==> src/rtl/regfile_param.sv <==
// ----------------------------------------------------------------------------
// regfile_param
//
// Per-core register file: two combinational read ports and one synchronous
// write port. It has hardwired zero, constant-one, core-ID and core-count
// registers, an optional same-cycle write-to-read bypass, and a sequenced
// sweep-clear operation with a ready handshake.
//
// Ports:
//   clk       in   rising-edge clock
//   rst_n     in   asynchronous active-low reset
//   core_id   in   [2:0]  this core's ID, captured every edge
//   no_cores  in   [2:0]  number of cores, captured every edge
//   rpa, rpb  in   [ADDR_W-1:0] read addresses
//   douta,doutb out [DATA_W-1:0] combinational read data
//   wp        in   [ADDR_W-1:0] write address
//   we        in   write enable
//   din       in   [DATA_W-1:0] write data
//   clr_req   in   request a sweep-clear of all writable registers
//   ready     out  1 = idle, accepting writes and clear requests
//   wr_err    out  one-cycle pulse: the previous cycle's write was rejected
// ----------------------------------------------------------------------------
module regfile_param #(
    parameter int DATA_W        = 32,
    parameter int ADDR_W        = 5,
    parameter int NUM_REGS      = 21,
    parameter int CORE_ID_REG   = 15,
    parameter int NUM_CORES_REG = 20,
    parameter int ONE_REG       = 19,
    parameter int BYPASS        = 1
) (
    input  logic              clk,
    input  logic              rst_n,
    input  logic [2:0]        core_id,
    input  logic [2:0]        no_cores,
    input  logic [ADDR_W-1:0] rpa,
    input  logic [ADDR_W-1:0] rpb,
    output logic [DATA_W-1:0] douta,
    output logic [DATA_W-1:0] doutb,
    input  logic [ADDR_W-1:0] wp,
    input  logic              we,
    input  logic [DATA_W-1:0] din,
    input  logic              clr_req,
    output logic              ready,
    output logic              wr_err
);

    localparam logic [ADDR_W-1:0] ZERO_IDX   = '0;
    localparam logic [ADDR_W-1:0] ONE_IDX    = ADDR_W'(ONE_REG);
    localparam logic [ADDR_W-1:0] CID_IDX    = ADDR_W'(CORE_ID_REG);
    localparam logic [ADDR_W-1:0] NC_IDX     = ADDR_W'(NUM_CORES_REG);
    localparam logic [ADDR_W-1:0] LAST_IDX   = ADDR_W'(NUM_REGS - 1);
    localparam logic [ADDR_W-1:0] FIRST_IDX  = ADDR_W'(1);
    // One extra bit so NUM_REGS == 2**ADDR_W is still representable.
    localparam logic [ADDR_W:0]   NUM_REGS_X = (ADDR_W + 1)'(NUM_REGS);

    typedef enum logic [0:0] {
        ST_IDLE  = 1'b0,
        ST_CLEAR = 1'b1
    } state_t;

    // True for indices that software may write and the sweep may clear.
    function automatic logic is_writable(input logic [ADDR_W-1:0] addr);
        return ({1'b0, addr} < NUM_REGS_X) &&
               (addr != ZERO_IDX) && (addr != ONE_IDX) &&
               (addr != CID_IDX)  && (addr != NC_IDX);
    endfunction

    state_t            state_r;
    state_t            state_nxt_s;
    logic [ADDR_W-1:0] cnt_r;
    logic [ADDR_W-1:0] cnt_nxt_s;
    logic [DATA_W-1:0] mem_r  [NUM_REGS];
    logic [DATA_W-1:0] view_s [NUM_REGS];
    logic [2:0]        core_id_r;
    logic [2:0]        no_cores_r;
    logic              ready_r;
    logic              wr_err_r;
    logic              wp_ok_s;
    logic              wr_commit_s;
    logic              wr_rej_s;
    logic              clr_hit_s;
    logic              byp_s;
    logic [DATA_W-1:0] douta_s;
    logic [DATA_W-1:0] doutb_s;

    // Write qualification, rejection and sweep-clear strobes.
    always_comb begin
        wp_ok_s     = is_writable(wp);
        wr_commit_s = we && wp_ok_s && (state_r == ST_IDLE);
        wr_rej_s    = we && (!wp_ok_s || (state_r == ST_CLEAR));
        clr_hit_s   = (state_r == ST_CLEAR) && is_writable(cnt_r);
        // ready_r mirrors state_r == ST_IDLE, so it can gate the bypass.
        byp_s       = (BYPASS != 0) && ready_r && wr_commit_s;
    end

    // Next-state and sweep counter logic.
    always_comb begin
        state_nxt_s = state_r;
        cnt_nxt_s   = cnt_r;
        case (state_r)
            ST_IDLE: begin
                if (clr_req) begin
                    state_nxt_s = ST_CLEAR;
                    cnt_nxt_s   = FIRST_IDX;
                end else begin
                    state_nxt_s = ST_IDLE;
                    cnt_nxt_s   = cnt_r;
                end
            end
            ST_CLEAR: begin
                if (cnt_r == LAST_IDX) begin
                    state_nxt_s = ST_IDLE;
                    cnt_nxt_s   = '0;
                end else begin
                    state_nxt_s = ST_CLEAR;
                    cnt_nxt_s   = cnt_r + FIRST_IDX;
                end
            end
            default: begin
                state_nxt_s = ST_IDLE;
                cnt_nxt_s   = '0;
            end
        endcase
    end

    // State, counter, handshake and error registers.
    always_ff @(posedge clk or negedge rst_n) begin
        if (!rst_n) begin
            state_r    <= ST_IDLE;
            cnt_r      <= '0;
            ready_r    <= 1'b1;
            wr_err_r   <= 1'b0;
            core_id_r  <= 3'd0;
            no_cores_r <= 3'd0;
        end else begin
            state_r    <= state_nxt_s;
            cnt_r      <= cnt_nxt_s;
            ready_r    <= (state_nxt_s == ST_IDLE);
            wr_err_r   <= wr_rej_s;
            core_id_r  <= core_id;
            no_cores_r <= no_cores;
        end
    end

    // Register storage: host writes in IDLE, one-entry-per-cycle clear in CLEAR.
    // Read-only entries are never selected by either strobe and stay at zero.
    always_ff @(posedge clk or negedge rst_n) begin
        if (!rst_n) begin
            for (int i = 0; i < NUM_REGS; i++) begin
                mem_r[i] <= '0;
            end
        end else begin
            for (int i = 0; i < NUM_REGS; i++) begin
                if (wr_commit_s && (wp == ADDR_W'(i))) begin
                    mem_r[i] <= din;
                end else if (clr_hit_s && (cnt_r == ADDR_W'(i))) begin
                    mem_r[i] <= '0;
                end else begin
                    mem_r[i] <= mem_r[i];
                end
            end
        end
    end

    // Architectural view: hardwired entries override the storage array.
    always_comb begin
        for (int i = 0; i < NUM_REGS; i++) begin
            if (i == 0) begin
                view_s[i] = '0;
            end else if (i == ONE_REG) begin
                view_s[i] = DATA_W'(1);
            end else if (i == CORE_ID_REG) begin
                view_s[i] = DATA_W'(core_id_r);
            end else if (i == NUM_CORES_REG) begin
                view_s[i] = DATA_W'(no_cores_r);
            end else begin
                view_s[i] = mem_r[i];
            end
        end
    end

    // Read ports; out-of-range addresses fall through to zero.
    always_comb begin
        douta_s = '0;
        doutb_s = '0;
        for (int i = 0; i < NUM_REGS; i++) begin
            douta_s = (rpa == ADDR_W'(i)) ? view_s[i] : douta_s;
            doutb_s = (rpb == ADDR_W'(i)) ? view_s[i] : doutb_s;
        end
        douta_s = (byp_s && (rpa == wp)) ? din : douta_s;
        doutb_s = (byp_s && (rpb == wp)) ? din : doutb_s;
    end

    assign douta  = douta_s;
    assign doutb  = doutb_s;
    assign ready  = ready_r;
    assign wr_err = wr_err_r;

endmodule

==> config.mk <==
export PLATFORM = sky130hd
export DESIGN_NAME = regfile_param
export DESIGN_NICKNAME = d
export VERILOG_FILES = /design/src/rtl/regfile_param.sv
export SDC_FILE = /design/constraint.sdc
export NUM_CORES = 1
export LEC_CHECK = 0
export ABC_AREA = 1
export BUFFER_PORTS_ARGS = -buffer_cell sky130_fd_sc_hd__buf_2
export CAP_MARGIN = 20
export CORE_ASPECT_RATIO = 0.6
export CORE_MARGIN = 5
export CORE_UTILIZATION = 40
export DETAILED_ROUTE_END_ITERATION = 16
export SLEW_MARGIN = 20
export SYNTH_ARGS = -nofsm -noshare
export SYNTH_HDL_FRONTEND = slang
export SYNTH_SLANG_ARGS = --single-unit
==> constraint.sdc <==
create_clock -name clk -period 2.45 [get_ports clk]
set_input_delay 0.49 -clock clk [delete_from_list [all_inputs] [get_ports clk]]
set_output_delay 0.49 -clock clk [all_outputs]
set_load 0.1 [all_outputs]
==> flow_metrics.py, run 1 <==
metrics = {
    "status": {
        "outcome": "finished with violations",
        "violations": "negative setup slack",
    },
    "synth": {
        "syn_avg_cell_area_sq_um": 7.30,
        "synth_edf_count": 0,
        "synth_warnings": 0,
        "ys_types": 40,
        "synth_nets": 4249,
        "synth_top_area_share_pct": 45.6,
        "yosysTopAreaCell": "dfrtp_1",
        "synth.area.top_cells": "dfrtp_1, nand2_1, o22ai_1, inv_1, o21ai_0",
        "yosysMostFrequentCell": "nand2_1",
        "synth_area_sq_um": 30600,
        "synthArstFlopShare_pct": 100,
        "synth-seq-area-share_pct": 45.7,
        "synth_common_cells": "nand2_1, inv_1, dfrtp_1",
        "synth-seq-cells": 558,
        "yosys_most_used_dff": "dfrtp_1",
        "syn_inst": 4187,
    },
    "global_routing": {
        "grtUsageTotal_pct": 28.2,
        "grt_max_degree": 65,
        "antenna_found_initial": 0,
        "grt_pass1_vias": 31242,
        "grt_pass1_wl_microns": 184000,
        "grt-ovfl-total": 0,
    },
    "routing": {
        "finalWirelength_microns": 127000,
        "vias": 32677,
        "drtAntennaViolNets": 0,
        "vias_per_cell": 5.78,
        "dr.first_iter.drc_count": 4371,
        "drc_errors": 0,
        "dr.pass1.iters": 6,
        "wl_per_cell_microns": 22.4,
    },
    "timing": {
        "layout_setup_ws_ns": -0.606,
        "report.final.slew_viol_count": 0,
        "finalSetupViolCount": 450,
        "whs_ns": 0.175,
        "rsz0062_at_grt": "yes",
        "final_hold_viol_count": 0,
        "period_share_pct": 125,
        "max_freq_mhz": 327,
        "setup_tns_ns": -62.23,
        "period_minus_slack_ns": 3.06,
        "worst-slew-pin-transition_ns": 0.937,
        "skew_ns": 0.0178,
        "slew_headroom_pct": 37.4,
    },
    "worst_setup_path": {
        "path_cells": "buf_12 > inv_8 > buf_4 > buf_4 > nand2_1 > nand4_1 > nor4_1 > buf_4 > nand3_4 > nand2_8 > buf_12 > buf_12 > a21oi_2 > nand2_4 > nand2_8 > buf_12",
        "crit_required_ns": 1.96,
        "cpPeakStageDelay_ns": 0.24,
        "cp_slowest_cell": "nor4_1",
        "cp.depth": 16,
        "cp_top_family": "buffers and inverters",
        "critical_path_buf_inv_count": 8,
        "crit_path_start_kind": "input port",
        "critPathMostFrequentCell": "buf_12",
        "worst_ep_arrival_time_ns": 2.57,
        "worst-setup-path-type": "in2out",
        "crit_path_end_kind": "output pin",
        "critPathMaxFanout": 7,
        "r2r_cells": 15,
    },
    "power_and_ir_drop": {
        "leakagePower_nw": 20.0,
        "power_density_nw_per_um2": 595,
        "vdd_ir_drop_max_v": 0.00110,
    },
    "hold_path": {
        "worstHoldPathCells": 3,
        "hold_path.class": "in2reg",
    },
    "floorplanning": {
        "start_util_pct": 40.4,
        "coreArea_sq_um": 75600,
        "die_area_sq_um": 82200,
        "die_x_microns": 367,
        "die-height_microns": 224,
        "fp-row-count": 78,
        "ioPinCount": 123,
    },
    "clock_tree": {
        "cts.sinks": 558,
        "tritoncts": "built",
        "cts_buffer_depth": 3,
        "cts.htree.levels": 2,
        "ctsRootBufferMaster": "clkbuf_16",
        "worst_skew_pair.late_latency_ns": 0.62,
        "clk_transition_reported_paths_ns": 0.07,
        "cts_buffers": 53,
    },
    "placed_design": {
        "place_congestion": 0.964,
        "pre_cts_ws_ns": -0.937,
        "portBuffers": 122,
        "dp_hpwl_microns": 82600,
    },
    "layout": {
        "drive_gt1_share_pct": 32.5,
        "nets": 4670,
        "diodes": 0,
        "utilization_pct": 60.2,
        "fill_cells": 6305,
        "syn_to_final_growth_pct": 49.0,
    },
    "run": {
        "cap_viol_max_count": 0,
    },
}
[worst paths after layout]
kind / slack (ns) / endpoint / from
worst max-delay path: -0.61 / douta[27] / rpa[0]
max in group asynchronous: 1.20 / ready / rst_n
worst min register to register: 0.53 / mem_r[304] / mem_r[304]
worst min-delay path: 0.18 / wr_err / we
min in group asynchronous: 0.44 / mem_r[571] / rst_n
worst max register to register: -0.21 / mem_r[69] / cnt_r[0]
[what timing repair did]
action                                  CTS  global route
endpoints found under the setup margin   87           579
pin swaps                               223           282
hold buffers                              7             0
hold endpoints to repair                 37             0
gates resized for setup                 584           527
setup buffers                            57            48
cloned                                   19            15
[power breakdown]
group | total, mW | switching (mW) | internal (mW)
Combinational | 7.80 | 4.83 | 2.97
Sequential | 10.3 | 0.396 | 9.89
Clock | 9.01 | 3.95 | 5.07
[flip-flops by register name, indices dropped and copies added (netlist names)]
name,count
cnt_r,5
core_id_r,3
mem_r,544
no_cores_r,3
ready,1
state_r,1
wr_err,1
[cell type report]
type	count	area (sq um)	share of cell area, %
clock inverters	19	230	0.506
inverters	757	3000	6.58
repair buffers	633	7940	17.4
flip-flops and latches	558	14000	30.7
well taps	1000	1250	2.75
multi-input cells	2605	17500	38.5
clock buffers	80	1610	3.54
[worst min-delay path, cell delays in order]
cell     delay (ns)
buf_2          0.07
inv_1          0.06
a21oi_1        0.11
[layer usage]
layer / GRT usage (%) / vias to the layer above / routed length [microns]
met5: 0 / - / 0
met4: 5.13 / 0 / 2130
met3: 6.11 / 198 / 16100
met2: 40.7 / 1754 / 52100
met1: 43.6 / 16154 / 56200
li1: - / 14571 / -
[metrics by stage]
| stage | std cells | total power, mW | instance area (sq um) |
|---|---|---|---|
| global route | 5652 | 28.0 | 45500 |
| finish | 5652 | 27.1 | 45500 |
| global placement | 5420 | 16.2 | 37500 |
| CTS | 5599 | 25.5 | 42600 |
| detailed placement | 5420 | 16.2 | 37500 |
| floorplan | 4187 | 13.8 | 32000 |
[cell families (layout without fill, tap and decap cells)]
kind of cell | count (synthesis) | in the layout | synth area share (%)
DFF | 558 | 558 | 45.7
AOI/OAI and AO/OA | 920 | 920 | 17.7
and+or+nand+nor | 1672 | 1672 | 23.0
xor gates and xnor gates | 8 | 8 | 0.229
buffers and inverters | 1024 | 1489 | 13.2
adders and majority gates | 5 | 5 | 0.205
[layout by cell type, fill, tap and decap left out, types with 9 or more instances in the layout]
cell type  instances
a21oi_1           26
a21oi_4           16
nor3_1             9
nor3_2            33
nand2_4           76
inv_1            681
nor2_4            38
clkbuf_8          15
nand3_4           19
o22ai_1          380
nand2_8           82
nand3_2          114
buf_4            286
nand2_1          722
o21ai_2           29
o22ai_2           83
buf_2             45
dfrtp_1          556
buf_16            17
buf_6             59
clkbuf_16         67
nand2_2          108
inv_2             43
buf_12           188
nand3_1          129
o22ai_4           33
clkbuf_1          11
nand4_1           89
o21ai_0          240
nor2_1           198
clkinv_2          13
o21ai_1           54
a21oi_2           30
nor2_2            34
buf_8             17
Note: power is estimated with default switching activity, not from simulation.
==> run 2: changes to the inputs <==
Settings changed: CTS_BUF_LIST from default to sky130_fd_sc_hd__clkbuf_16, PLACE_DENSITY from default to 0.58.
==> flow_metrics.py, run 2 (same netlist as run 1, synthesis figures left out) <==
metrics = {
    "status": {
        "outcome": "finished with violations",
        "violations": "negative setup slack",
    },
    "timing": {
        "worst-slew-pin-transition_ns": 0.920,
        "layout_setup_ws_ns": -0.659,
        "period_minus_slack_ns": 3.11,
        "rsz0062_at_grt": "yes",
        "setup_tns_ns": -39.25,
        "whs_ns": 0.155,
        "final_hold_viol_count": 0,
        "slew_headroom_pct": 38.6,
        "skew_ns": 0.0241,
        "max_freq_mhz": 322,
        "report.final.slew_viol_count": 0,
        "period_share_pct": 127,
        "finalSetupViolCount": 142,
    },
    "worst_setup_path": {
        "rrSetupSlack_ns": -0.15,
        "worst_ep_arrival_time_ns": 2.62,
        "critPathMaxFanout": 8,
        "r2r_cells": 16,
        "worst-setup-path-type": "in2out",
        "reg2reg_from": "cnt_r[0]",
        "r2r_end": "mem_r[582]",
        "crit_path_end_kind": "output pin",
        "crit_path_start_kind": "input port",
        "crit_required_ns": 1.96,
    },
    "layout": {
        "syn_to_final_growth_pct": 45.2,
        "largest_reg_flops": 544,
        "nets": 4664,
        "fill_cells": 6628,
        "top_register": "mem_r",
        "mostFrequentLayoutCells": "nand2_1, inv_1, dfrtp_1, o22ai_1, buf_4",
        "stdcell_area_sq_um": 44400,
        "final_common_cell": "nand2_1",
        "largestRegisters": "mem_r: 544 flops, cnt_r: 5 flops",
        "drive_gt1_share_pct": 29.6,
        "diodes": 0,
    },
    "global_routing": {
        "grt_pass1_vias": 31028,
        "grtUsageTotal_pct": 28.4,
        "grt_pass1_wl_microns": 185000,
        "grt-ovfl-total": 0,
        "antenna_found_initial": 1,
        "grt_max_degree": 99,
    },
    "placed_design": {
        "place_congestion": 0.932,
        "portBuffers": 122,
        "placed_area_sq_um": 37800,
        "dp_hpwl_microns": 83900,
    },
    "clock_tree": {
        "cts_buffers": 54,
        "cts.sinks": 558,
        "cts_buffer_depth": 3,
        "worst_skew_pair.late_latency_ns": 0.64,
        "cts.htree.levels": 2,
        "tritoncts": "built",
        "ctsRootBufferMaster": "clkbuf_16",
        "clk_transition_reported_paths_ns": 0.07,
    },
    "floorplanning": {
        "fp-row-count": 78,
        "die_area_sq_um": 82200,
        "ioPinCount": 123,
        "start_util_pct": 40.4,
        "die-height_microns": 224,
        "coreArea_sq_um": 75600,
        "die_x_microns": 367,
    },
    "hold_path": {
        "hp-start": "we",
        "worstHoldPathCells": 3,
        "hold_path.class": "in2reg",
        "min_to": "wr_err",
    },
    "power_and_ir_drop": {
        "finalPower_mw": 26.5,
        "vdd_ir_drop_max_v": 0.00118,
        "p_seq_share_pct": 38.8,
        "comb_power_share_pct": 28.7,
        "switching_power_mw": 9.10,
        "leakagePower_nw": 19.8,
        "power_density_nw_per_um2": 598,
        "switching_share_pct": 34.3,
        "pwr-share-clk_pct": 32.6,
        "intPower_mw": 17.4,
    },
    "routing": {
        "drc_errors": 0,
        "drtAntennaViolNets": 0,
        "dr.first_iter.drc_count": 4117,
        "finalWirelength_microns": 127000,
        "vias": 32442,
        "vias_per_cell": 5.75,
        "wl_per_cell_microns": 22.5,
        "dr.pass1.iters": 6,
    },
    "run": {
        "cap_viol_max_count": 0,
    },
}
[run 2: cell count changes in the layout (fill, tap and decap cells not counted), sizes merged]
cell	change
bufbuf	-1
bufinv	+1
clkinvlp	+2
buf	-9
inv	+3
nand2	+1
clkinv	+19
clkbuf	-24
[run 2: stage by stage]
step / std cells / util [%] / setup WS (ns)
finish: 5644 / 58.6 / -0.659
global route: 5644 / 58.6 / -0.718
CTS: 5576 / 55.7 / -0.640
detailed placement: 5427 / 50.0 / -1.06
global placement: 5427 / 50.0 / -1.02
floorplan: 4187 / - / -0.221
[run 2: cell type report]
type                       instances  area [sq um]  area share, %
clock buffer                      55          1380           3.10
tap                             1000          1250           2.82
inverter                         757          2990           6.73
clock inverter                    43           365          0.824
multi-input combinational       2606         16600           37.3
sequential                       558         14000           31.5
timing repair inverter             1          16.3         0.0367
timing repair buffer             624          7830           17.7
[run 2: worst max-delay path, cell delays in order]
cell and delay, ns:
buf_12 0.11, clkinv_8 0.05, nor2_4 0.17, inv_2 0.08, nor2_4 0.22, clkinv_4 0.14
buf_12 0.17, buf_12 0.14, o21ai_2 0.11, inv_1 0.06, nand4_1 0.10, nand2_1 0.08
nand3_2 0.08, nor3_2 0.04, nand3_1 0.09, nand2_1 0.08, nand3_2 0.09, nand2_4 0.07
nand2_8 0.06, buf_12 0.16
[run 2: power groups by stage]
stage | sequential (mW) | combinational (mW) | clock [mW]
finish | 10.3 | 7.61 | 8.64
detailed placement | 10.4 | 5.94 | 0
floorplan | 10.4 | 3.39 | 0
CTS | 10.2 | 6.43 | 8.69
global route | 10.4 | 8.00 | 9.13
global placement | 10.4 | 5.89 | 0
[run 2: repair_timing]
item                                   4_1_cts  5_1_grt
setup endpoints to repair                   66      463
hold buffers                                 7        0
gates cloned                                12       18
endpoints found under the hold margin       32        0
gates resized for setup                    506      411
setup buffers                               36       57
pin swaps                                  194      247
[run 2: layer usage]
metal / wire length, microns / GRT usage [%] / vias to the layer above
met5: 0 / 0 / -
met4: 2050 / 5.36 / 0
met3: 16200 / 5.52 / 180
met2: 51800 / 41.4 / 1799
met1: 56900 / 44.0 / 15904
li1: - / - / 14559
[run 2: worst max-delay path by stage]
stage                start   endpoint  slack, ns  cells past startpoint
floorplan            wp[2]   douta[1]      -0.22                     10
global placement    rpa[2]  douta[10]      -1.02                     18
detailed placement  rpa[2]  douta[10]      -1.06                     18
CTS                 rpb[2]  doutb[19]      -0.64                     19
global route        rpa[0]  douta[17]      -0.72                     19
finish              rpb[2]  doutb[25]      -0.66                     20
